<file path="config.mk">
export PLATFORM = sky130hd
export DESIGN_NAME = muldiv_unit
export DESIGN_NICKNAME = d
export VERILOG_FILES = /design/src/rtl/muldiv_unit.sv
export SDC_FILE = /design/constraint.sdc
export NUM_CORES = 1
export LEC_CHECK = 0
export BUFFER_PORTS_ARGS = -buffer_cell sky130_fd_sc_hd__buf_2
export CORE_ASPECT_RATIO = 1.1
export CORE_UTILIZATION = 30
export DETAILED_ROUTE_END_ITERATION = 10
export PLACE_DENSITY = 0.45
export RECOVER_POWER = 25
export SYNTH_ARGS = -nofsm -noshare
export SYNTH_HDL_FRONTEND = slang
export SYNTH_SLANG_ARGS = --single-unit
</file>
<file path="constraint.sdc">
create_clock -name clk -period 16.3 [get_ports clk]
set_clock_uncertainty 0.1 [all_clocks]
set_input_delay 1.63 -clock clk [delete_from_list [all_inputs] [get_ports clk]]
set_output_delay 1.63 -clock clk [all_outputs]
set_load 0.05 [all_outputs]
</file>
<file path="src/rtl/muldiv_unit.sv">
`timescale 1ns/1ps
`default_nettype none
// ============================================================================
//  Module      : muldiv_unit
//  Description : Iterative unsigned multiply/divide execute unit. Operands are
//                taken from the register-file read ports when start is
//                accepted. The unit iterates WIDTH cycles and then issues a
//                single-cycle write-back into the register-file write port.
//  Ports       :
//    clk          in   rising-edge clock
//    rst          in   asynchronous active-high reset
//    start        in   request, sampled only while not busy
//    op           in   00 MULLO, 01 MULHI, 10 DIVQ, 11 DIVR
//    dest         in   destination register index
//    operand_a    in   multiplicand / dividend
//    operand_b    in   multiplier / divisor
//    busy         out  high from acceptance through the write-back cycle
//    write_enable out  register-file write strobe (one cycle, never for r0)
//    addrC        out  register-file write address (held between write-backs)
//    data_in_C    out  register-file write data (held between write-backs)
//  Revision    : 1.0 - initial release
// ============================================================================
module muldiv_unit #(
   parameter int WIDTH = 32
) (
   input  logic             clk,
   input  logic             rst,
   input  logic             start,
   input  logic [1:0]       op,
   input  logic [4:0]       dest,
   input  logic [WIDTH-1:0] operand_a,
   input  logic [WIDTH-1:0] operand_b,
   output logic             busy,
   output logic             write_enable,
   output logic [4:0]       addrC,
   output logic [WIDTH-1:0] data_in_C
);

   localparam int              CNT_W     = $clog2(WIDTH);
   localparam logic [CNT_W-1:0] LAST_ITER = CNT_W'(WIDTH - 1);

   localparam logic [1:0] OP_MULLO = 2'b00;
   localparam logic [1:0] OP_MULHI = 2'b01;
   localparam logic [1:0] OP_DIVQ  = 2'b10;

   typedef enum logic [1:0] {
      S_IDLE = 2'd0,
      S_RUN  = 2'd1,
      S_WB   = 2'd2
   } state_t;

   state_t r_state;
   state_t w_state_nxt;

   // Captured request
   logic [1:0]         r_op;
   logic [4:0]         r_dest;
   logic [CNT_W-1:0]   r_cnt;

   // Multiply datapath: upper half accumulates, lower half holds the
   // not-yet-consumed multiplier bits and fills with product bits.
   logic [WIDTH-1:0]   r_mcand;
   logic [2*WIDTH-1:0] r_prod;

   // Divide datapath: r_quot starts as the dividend and shifts quotient bits
   // in from the bottom as dividend bits leave from the top.
   logic [WIDTH-1:0]   r_divisor;
   logic [WIDTH-1:0]   r_rem;
   logic [WIDTH-1:0]   r_quot;

   logic [WIDTH:0]     w_mul_sum;
   logic [2*WIDTH-1:0] w_prod_nxt;
   logic [WIDTH:0]     w_shift;
   logic               w_fits;
   logic [WIDTH-1:0]   w_rem_nxt;
   logic [WIDTH-1:0]   w_quot_nxt;
   logic [WIDTH-1:0]   w_result;

   // ------------------------------------------------------------------------
   // State register
   // ------------------------------------------------------------------------
   always_ff @(posedge clk or posedge rst) begin
      if (rst) begin
         r_state <= S_IDLE;
      end else begin
         r_state <= w_state_nxt;
      end
   end

   // ------------------------------------------------------------------------
   // Next-state logic
   // ------------------------------------------------------------------------
   always_comb begin
      w_state_nxt = r_state;
      case (r_state)
         S_IDLE:  if (start) w_state_nxt = S_RUN;
         S_RUN:   if (r_cnt == LAST_ITER) w_state_nxt = S_WB;
         S_WB:    w_state_nxt = S_IDLE;
         default: w_state_nxt = S_IDLE;
      endcase
   end

   assign busy = (r_state != S_IDLE);

   // ------------------------------------------------------------------------
   // One iteration of each algorithm
   // ------------------------------------------------------------------------
   always_comb begin
      // Shift-add: conditionally add the multiplicand to the upper half, then
      // shift the whole product right, retiring one multiplier bit.
      w_mul_sum  = {1'b0, r_prod[2*WIDTH-1:WIDTH]}
                 + (r_prod[0] ? {1'b0, r_mcand} : {(WIDTH+1){1'b0}});
      w_prod_nxt = {w_mul_sum, r_prod[WIDTH-1:1]};

      // Restoring step on the 33-bit partial remainder. A zero divisor always
      // "fits", which naturally yields an all-ones quotient and leaves the
      // dividend as the remainder.
      w_shift    = {r_rem, r_quot[WIDTH-1]};
      w_fits     = (w_shift >= {1'b0, r_divisor});
      // When the subtraction is taken the difference is below the divisor, and
      // when it is not the shifted value is below the divisor, so either
      // result fits in WIDTH bits.
      w_rem_nxt  = w_fits ? (w_shift[WIDTH-1:0] - r_divisor) : w_shift[WIDTH-1:0];
      w_quot_nxt = {r_quot[WIDTH-2:0], w_fits};

      case (r_op)
         OP_MULLO: w_result = w_prod_nxt[WIDTH-1:0];
         OP_MULHI: w_result = w_prod_nxt[2*WIDTH-1:WIDTH];
         OP_DIVQ:  w_result = w_quot_nxt;
         default:  w_result = w_rem_nxt;
      endcase
   end

   // ------------------------------------------------------------------------
   // Datapath and registered write-port outputs
   // ------------------------------------------------------------------------
   always_ff @(posedge clk or posedge rst) begin
      if (rst) begin
         r_op         <= 2'b00;
         r_dest       <= 5'd0;
         r_cnt        <= '0;
         r_mcand      <= '0;
         r_prod       <= '0;
         r_divisor    <= '0;
         r_rem        <= '0;
         r_quot       <= '0;
         write_enable <= 1'b0;
         addrC        <= 5'd0;
         data_in_C    <= '0;
      end else begin
         write_enable <= 1'b0;
         case (r_state)
            S_IDLE: begin
               if (start) begin
                  r_op      <= op;
                  r_dest    <= dest;
                  r_cnt     <= '0;
                  r_mcand   <= operand_a;
                  r_prod    <= {{WIDTH{1'b0}}, operand_b};
                  r_divisor <= operand_b;
                  r_rem     <= '0;
                  r_quot    <= operand_a;
               end
            end
            S_RUN: begin
               r_cnt  <= r_cnt + 1'b1;
               r_prod <= w_prod_nxt;
               r_rem  <= w_rem_nxt;
               r_quot <= w_quot_nxt;
               if (r_cnt == LAST_ITER) begin
                  addrC        <= r_dest;
                  data_in_C    <= w_result;
                  // r0 is hard-wired in the register file; skip the strobe.
                  write_enable <= (r_dest != 5'd0);
               end
            end
            default: begin
            end
         endcase
      end
   end

endmodule
`default_nettype wire
</file>
; After elaboration in Yosys (flattened, before gate mapping)
; Index checks and enable logic that the tools add are counted.
[classes]
addsub = 3
order_cmp = 1
n_eq_ne = 6
n_mux = 16
reduce_logical = 9
[ops]
columns = cell, n
row1 = 2-to-1 mux 32 bit, 4
row2 = case mux 32 bit (2 select lines), 2
row3 = case mux 64 bit (2 select lines), 1
row4 = case mux 32 bit (3 select lines), 1
row5 = 2-to-1 mux 64 bit, 1
row6 = adder 32 x 32 -> 33 bit, 1
row7 = >= comparator 33 x 32 -> 1 bit, 1
row8 = subtractor 32 bit, 1
row9 = case mux 5 bit (2 select lines), 1
row10 = AND reduction 2 bit, 4
row11 = adder 5 x 1 -> 5 bit (second input constant), 1
row12 = equality test 5 bit (second input constant), 1
row13 = 2-to-1 mux 5 bit, 1
row14 = nonzero test 5 bit, 1
row15 = equality test 2 x 1 -> 1 bit (second input constant), 2
row16 = logical NOT 2 bit, 2
row17 = 2-to-1 mux 2 bit, 2
row18 = != test 2 bit (second input constant), 2
row19 = case mux 2 bit (2 select lines), 1
row20 = nonzero test 2 bit, 2
row21 = equality test 2 bit (second input constant), 1
row22 = 2-to-1 mux 1 bit, 2
[word_totals]
ff_bits = 244
out_inout_bits = 39
word_cells = 47

; Longest topological paths before layout
; Gate-level depths: netlist of run 1.
[depth]
word_depth = 3
mapped_depth = 15
depth_no_buf = 14

; Worst setup path before layout of run 1
; OpenSTA, ideal clock, no wires.
[synth_path]
kind = reg2reg
startpoint = register r_rem[0]
endpoint = register data_in_C[9]
setup_ns = 0.125
arrival_time_ns = 3.282
required_ns = 16.075
slack_ns = 12.793
path_stages_with_launch = 12
n_path_buf = 0
period_less_slack_ns = 3.507
path_cell_list = dfrtp_1 -> ha_1 -> nor2b_1 -> o211a_1 -> o31ai_1 -> a21oi_1 -> o211ai_1 -> o211ai_2 -> a41oi_4 -> mux2_2 -> mux4_2 -> mux2_2
[synth_between]
elab_chain_cells = 3
word_cells_on_any_way = 4
classes_between = 1 x add/sub / 1 x order compare / 2 x mux
[synth_rtl]
columns = item, line
row1 = "start, declared", 68  ; logic [WIDTH-1:0] r_rem;
row2 = "start signal, assigned", 168  ; r_rem <= w_rem_nxt;
row3 = subtractor 32 bit / >= comparator 33 x 32 -> 1 bit (equally long branches), "123, 119"
row4 = 2-to-1 mux 32 bit (*), 123  ; w_rem_nxt = w_fits ? (w_shift[WIDTH-1:0] - r_divisor) : w_shift[WIDTH-1:0];
row5 = case mux 32 bit (3 select lines) (*), 126  ; case (r_op)
row6 = "end signal, assigned", 172  ; data_in_C <= w_result;
row7 = "end, declared", 36  ; output logic [WIDTH-1:0] data_in_C
; Mark *: on every way between the ends. The rest lies on a longest branch, timed or not.
; A chain may end at the register's enable or synchronous reset.

==> summary.txt, run 1 <==
Run status
  • Run status: finished, violations left
  • Failing checks: max-capacitance violations, max-slew violations

Final layout
  • Layout area overhead: 14.5%
  • Ratio of cells with drive above 1 in the final layout: 0.113
  • Multi-input gate area in the final layout: 7250 um^2
  • Final std cell area, no fill: 16000 um^2
  • Area used by sequential logic in the layout: 6110 um^2
  • Final cell count without fillers: 2292
  • Layout filler cell count: 4768
  • Nets: 1827
  • Ant. Diodes: 0

Placement
  • Number of port buffers: 112
  • HPWL after detailed placement: 33000 um
  • Placed instance area: 15000 um^2
  • Global placer's final weighted congestion: 0.861
  • Minimum setup slack after placement: 11970 ps
  • Cell Count Post-Placement: 2241

Clocking
  • Longest Clk Path Bufs: 3
  • Worst-skew pair later-pin latency: 570 ps
  • Inserted Clock Buffers: 30
  • Clock transition time at the flip-flop clock pins of the worst setup and hold paths: 60 ps
  • Number of buffers inserted by hold repair at cts: 0
  • Setup bufs post-CTS: 0
  • Number of clock sinks: 244
  • Clock Tree Root: clkbuf_16
  • CTS tree: done
  • Number of cells upsized or downsized after cts: 0
  • H-tree level count: 1

Timing
  • Slew Limit Headroom: -2.37
  • Max Fclk: 0.189 GHz
  • Unrepaired setup endpoints after global routing: false
  • Max Slew Vio Count: 135
  • Final setup violation count: 0
  • Setup TNS Final: 0 ps
  • Fin. Hold Viols: 0
  • Final critical-path share of the clock period: 0.325
  • Least-Margin Pin Slew: 5030 ps
  • Minimum clock period after layout: 5290 ps
  • Post-route worst setup slack: 11010 ps

Synthesis
  • Syn Inst Count: 1623
  • Post-synthesis async set-or-reset flop share: 1.00
  • List of most frequent post-synthesis cells: nand2_1 (364), dfrtp_1 (244), o21ai_0 (169)
  • EDFF count, synth: 0
  • Ranking of synthesized cells by area: dfrtp_1 (44%), nand2_1 (9.8%), o21ai_0 (6.1%), ha_1 (5.9%), a21oi_1 (3.2%)
  • Largest area contributor in the netlist: dfrtp_1
  • Primary FF master, synth: dfrtp_1
  • Most numerous cell in the Yosys netlist: nand2_1
  • Mean Syn Cell Area: 8.59 um^2
  • Unique cell type count in the Yosys netlist: 66
  • Total of flip-flops plus latches after synthesis: 244
  • Share of the synthesized area in the top cell type: 0.438
  • Number of warning messages in the yosys log: 0
  • Post-Syn Area: 13900 um^2
  • Sequential area share after synthesis: 0.438
  • Number of nets in the synthesized netlist: 1765

Detailed routing
  • Drt via density: 5.22
  • First drt pass iteration count: 5
  • Detailed-route wire length: 45800 um
  • DRT antenna net count: 0
  • Iteration-0 DRC count of the detailed router: 880
  • Total number of vias: 12.0k
  • Highest metal used: met4
  • Final routed DRC violation total: 0
  • Per-cell routed wire length: 20.0 um
  • Met3 Routed Length: 2050 um
  • Met2 wire len: 20400 um
  • Wire length on met1: 22500 um

Setup path
  • Cell-by-cell trace of the critical path: buf_2 > clkinvlp_2 > buf_4
  • Data arrival time of the worst path: 5700 ps
  • Type of the worst setup path: input port to asynchronous set/reset pin
  • Startpoint class of the critical path: input port
  • Category of the worst setup path capture point: asynchronous set/reset pin
  • Worst path bufs/invs: 3
  • CP max-delay cell: clkinvlp_2
  • Maximum fanout encountered on the critical timing path: 107
  • Largest stage delay on the critical path: 2770 ps
  • Cell type group with the largest total delay on the critical path: buffers and inverters
  • CP Data Required Time: 16710 ps

Global route
  • All-layer global routing usage: 0.194
  • Overflow left after global routing: 0
  • Initial antenna violation count: 0
  • Number of global-route vias before repair: 12.0k
  • Wire length of the first global-routing pass: 72100 um
  • Maximum number of pins on one net before global-route repair: 108

Floorplanning
  • Floorplan Core Area: 45800 um^2
  • Die boundary height: 228 um
  • Total die area: 47400 um^2
  • Initial Utilization: 0.305
  • Number of ports placed on the die boundary: 113
  • Number of standard-cell rows in the floorplan: 82
  • Chip Width: 208 um

Worst hold path
  • Class of the tightest hold or removal check: flip-flop to flip-flop

Flow run
  • Maximum Capacitance Violations: 2
worst paths after layout:
check / start / to / slack (ps) / cells past startpoint
worst max-delay path: rst / r_op[0]$_DFFE_PP0P_ / 11010 / 3
worst min-delay path: r_mcand[19]$_DFFE_PP0P_ / r_mcand[19]$_DFFE_PP0P_ / 370 / 2
worst max register to register: r_state[0]$_DFFE_PP0P_ / data_in_C[24]$_DFFE_PP0P_ / 11700 / 8
worst min register to register: r_mcand[19]$_DFFE_PP0P_ / r_mcand[19]$_DFFE_PP0P_ / 370 / 2
max in group clk: r_state[0]$_DFFE_PP0P_ / data_in_C[24]$_DFFE_PP0P_ / 11700 / 8
min in group asynchronous: rst / r_divisor[6]$_DFFE_PP0P_ / 2510 / 2
flip-flops by register name, indices dropped and copies added (netlist names):
| register | count |
|---|---|
| r_divisor | 32 |
| r_quot | 32 |
| addrC | 5 |
| r_dest | 5 |
| r_prod | 64 |
| r_cnt | 5 |
| r_op | 2 |
| r_rem | 32 |
| data_in_C | 32 |
| r_mcand | 32 |
| write_enable | 1 |
| r_state | 2 |
placed cells by master (no fill, tap or decap), types with 31 or more instances in the layout:
cell type  count
nand2_1      364
buf_2        111
o21ai_0      169
xnor2_1       35
nor2_1        51
clkbuf_16     31
inv_1         60
dfrtp_1      243
a21oi_1       88
a22oi_1       56
and2_1        33
ha_1          66
nand3_1       88
layer usage:
layer | global-route usage | vias up
met3 | 0.0248 | 53
li1 | - | 5809
met2 | 0.307 | 262
met5 | 0 | -
met4 | 0.0499 | 0
met1 | 0.278 | 5840
tightest hold or removal path, cell delays in order, from the launching register on:
cell and delay, ps:
dfrtp_1 340, nand2_1 50, nand2_1 50
area by class of cell:
type / instances / share of cell area
tap: 588 / 0.0461
multi-input combinational: 1219 / 0.454
inverter: 62 / 0.0147
clock inverter: 13 / 0.00909
sequential: 244 / 0.383
timing repair buffer: 128 / 0.0423
clock buffer: 38 / 0.0509
through the flow:
| step | utilization | hold slack [ps] |
|---|---|---|
| floorplan | - | 338 |
| CTS | 0.349 | 370 |
| global placement | 0.328 | 354 |
| finish | 0.349 | 369 |
| global route | 0.349 | 390 |
| detailed placement | 0.328 | 356 |
logic make-up (layout without fill, tap and decap cells):
group | Yosys count | in the layout | synth area share
AND/OR/NAND/NOR | 600 | 600 | 0.186
AO/OA/AOI/OAI | 456 | 456 | 0.206
flip-flops | 244 | 244 | 0.438
buffers and inverters | 160 | 241 | 0.0441
adder cells (fa/ha/maj) | 68 | 68 | 0.0621
XOR/XNOR | 60 | 60 | 0.0377
multiplexers | 35 | 35 | 0.0265
Power of run 1 is not shown: default switching activity piles up to over one toggle a cycle in this logic, so the estimate is an artifact.
==> inputs of run 2 (changes only) <==
==> constraint.sdc (replaced) <==
create_clock -name clk -period 4.9 [get_ports clk]
set_clock_uncertainty 0.1 [all_clocks]
set_input_delay 0.49 -clock clk [delete_from_list [all_inputs] [get_ports clk]]
set_output_delay 0.49 -clock clk [all_outputs]
set_load 0.05 [all_outputs]
==> run 2 against run 1 <==
The run still ends with max-capacitance violations, max-slew violations left. Register-to-register slack got worse by 11000 ps. Wire length increased by 1.7%. Flip-flop and latch count unchanged. Die area unchanged. Non-clock buffer count increased by 7. Hold slack got worse by 330 ps. Sequential share of layout area decreased by 0.28 points. Utilization increased by 0.26 points. Cell area increased by 0.74%. Global-route usage increased by 0.42 points. First-iteration DRC count decreased by 4.8%. Setup slack got worse by 10000 ps. Critical path type is now flip-flop to flip-flop. Largest cell class unchanged.
==> summary.txt, run 2 (synthesis gave the netlist of run 1 again) <==
Global route
  • Number of global-route vias before repair: 12.0k
  • Maximum number of pins on one net before global-route repair: 123
  • All-layer global routing usage: 0.198
  • Initial antenna violation count: 0
  • Wire length of the first global-routing pass: 73300 um
  • Overflow left after global routing: 0

Final layout
  • Most common library cell in the layout ignoring fill and taps: nand2_1
  • Nets: 1834
  • Ratio of cells with drive above 1 in the final layout: 0.115
  • Max reg flops: 64
  • Ant. Diodes: 0
  • Most frequent cells in the layout: nand2_1 (363), dfrtp_1 (243), o21ai_0 (169)
  • Final std cell area, no fill: 16100 um^2
  • Layout filler cell count: 4760
  • Layout area overhead: 15.3%
  • Register with the highest flop count: r_prod

Floorplanning
  • Number of standard-cell rows in the floorplan: 82
  • Total die area: 47400 um^2
  • Initial Utilization: 0.305
  • Die boundary height: 228 um
  • Chip Width: 208 um
  • Floorplan Core Area: 45800 um^2
  • Number of ports placed on the die boundary: 113

Detailed routing
  • Iteration-0 DRC count of the detailed router: 838
  • Detailed-route wire length: 46600 um
  • Per-cell routed wire length: 20.2 um
  • Final routed DRC violation total: 0
  • Drt via density: 5.23
  • DRT antenna net count: 0
  • First drt pass iteration count: 5
  • Total number of vias: 12.1k

Clocking
  • Number of cells upsized or downsized after cts: 0
  • Worst-skew pair later-pin latency: 570 ps
  • Clock Tree Root: clkbuf_16
  • Clock transition time at the flip-flop clock pins of the worst setup and hold paths: 60 ps
  • H-tree level count: 1
  • Longest Clk Path Bufs: 3
  • Number of clock sinks: 244
  • Inserted Clock Buffers: 30
  • Setup bufs post-CTS: 0
  • CTS tree: done
  • Number of buffers inserted by hold repair at cts: 6

Timing
  • Slew Limit Headroom: -1.16
  • Final critical-path share of the clock period: 0.829
  • Worst hold slack across all endpoints: 34.6 ps
  • Fin. Hold Viols: 0
  • Max Slew Vio Count: 246
  • Minimum clock period after layout: 4060 ps
  • Setup TNS Final: 0 ps
  • Final setup violation count: 0
  • Max Fclk: 0.246 GHz
  • Least-Margin Pin Slew: 3250 ps
  • Unrepaired setup endpoints after global routing: false

Run status
  • Failing checks: max-capacitance violations, max-slew violations
  • Run status: finished, violations left

Setup path
  • Number of cells on the worst reg-to-reg path: 12
  • Data arrival time of the worst path: 4400 ps
  • Origin of the critical flop-to-flop path: r_prod[0]$_DFFE_PP0P_
  • Category of the worst setup path capture point: flip-flop
  • Setup slack, reg-to-reg: 840 ps
  • Startpoint class of the critical path: flip-flop
  • CP Data Required Time: 5240 ps
  • Type of the worst setup path: flip-flop to flip-flop
  • Maximum fanout encountered on the critical timing path: 22
  • Terminus of the critical flop-to-flop path: data_in_C[26]$_DFFE_PP0P_

Worst hold path
  • Class of the tightest hold or removal check: input port to flip-flop
  • Worst min-delay path startpoint: operand_a[16]
  • Hold Path Sink: r_mcand[16]$_DFFE_PP0P_
  • Hold Path Depth: 3

Flow run
  • Maximum Capacitance Violations: 2

Placement
  • HPWL after detailed placement: 33600 um
  • Global placer's final weighted congestion: 0.849
  • Placed instance area: 15100 um^2
  • Number of port buffers: 112
-- run 2: changes by cell type in the layout (fill, tap and decap cells not counted), sizes merged --
| cell | previous run | this run |
|---|---|---|
| clkinvlp | 3 | 2 |
| bufinv | 3 | 2 |
| clkinv | 8 | 7 |
| dlygate4sd3 | 0 | 6 |
| clkbuf | 40 | 48 |
-- run 2: how the worst max path moves through the flow --
stage / from / endpoint / slack [ps] / cells past startpoint
5_1_grt: r_prod[0]$_DFFE_PP0P_ / data_in_C[26]$_DFFE_PP0P_ / 370 / 12
6_report: r_prod[0]$_DFFE_PP0P_ / data_in_C[26]$_DFFE_PP0P_ / 840 / 12
3_5_place_dp: r_prod[0]$_DFFE_PP0P_ / data_in_C[26]$_DFFE_PP0P_ / 800 / 12
4_1_cts: r_prod[0]$_DFFE_PP0P_ / data_in_C[26]$_DFFE_PP0P_ / 770 / 12
3_3_place_gp: r_prod[0]$_DFFE_PP0P_ / data_in_C[26]$_DFFE_PP0P_ / 790 / 13
2_1_floorplan: rst / addrC[0]$_DFFE_PP0P_ / 1110 / 1
-- run 2: layer usage --
metal	vias to the layer above	global-route usage	routed length, um
met5	-	0	0
met4	0	0.0445	879
met3	52	0.0267	2450
met2	284	0.312	20900
met1	5896	0.286	22400
li1	5823	-	-
-- run 2: worst max-delay path, stage by stage (launching register included) --
cell and delay (ps):
dfrtp_1 540, buf_4 320, and2_1 170, ha_1 340, a21o_1 240, a2111oi_0 390, nor2_1 70, a31oi_1 350
o31ai_1 250, a311oi_1 440, xnor2_1 150, o311ai_0 470, o21ai_1 100
-- run 2: area by class of cell --
cell class,count,area [um^2],share of cell area
clock inverter,10,103,0.00638
multi-input combinational,1219,7260,0.451
timing repair buffer,135,754,0.0469
clock buffer,45,888,0.0552
tap,588,736,0.0458
inverter,62,234,0.0146
sequential,244,6110,0.380
-- run 2: metrics by stage --
stage	cells	setup WS [ps]	utilization
2_1_floorplan	1623	1110	-
3_3_place_gp	2242	791	0.329
3_5_place_dp	2242	799	0.329
4_1_cts	2303	774	0.352
5_1_grt	2303	369	0.351
6_report	2303	838	0.351
Power of run 2 is left out for the same reason.
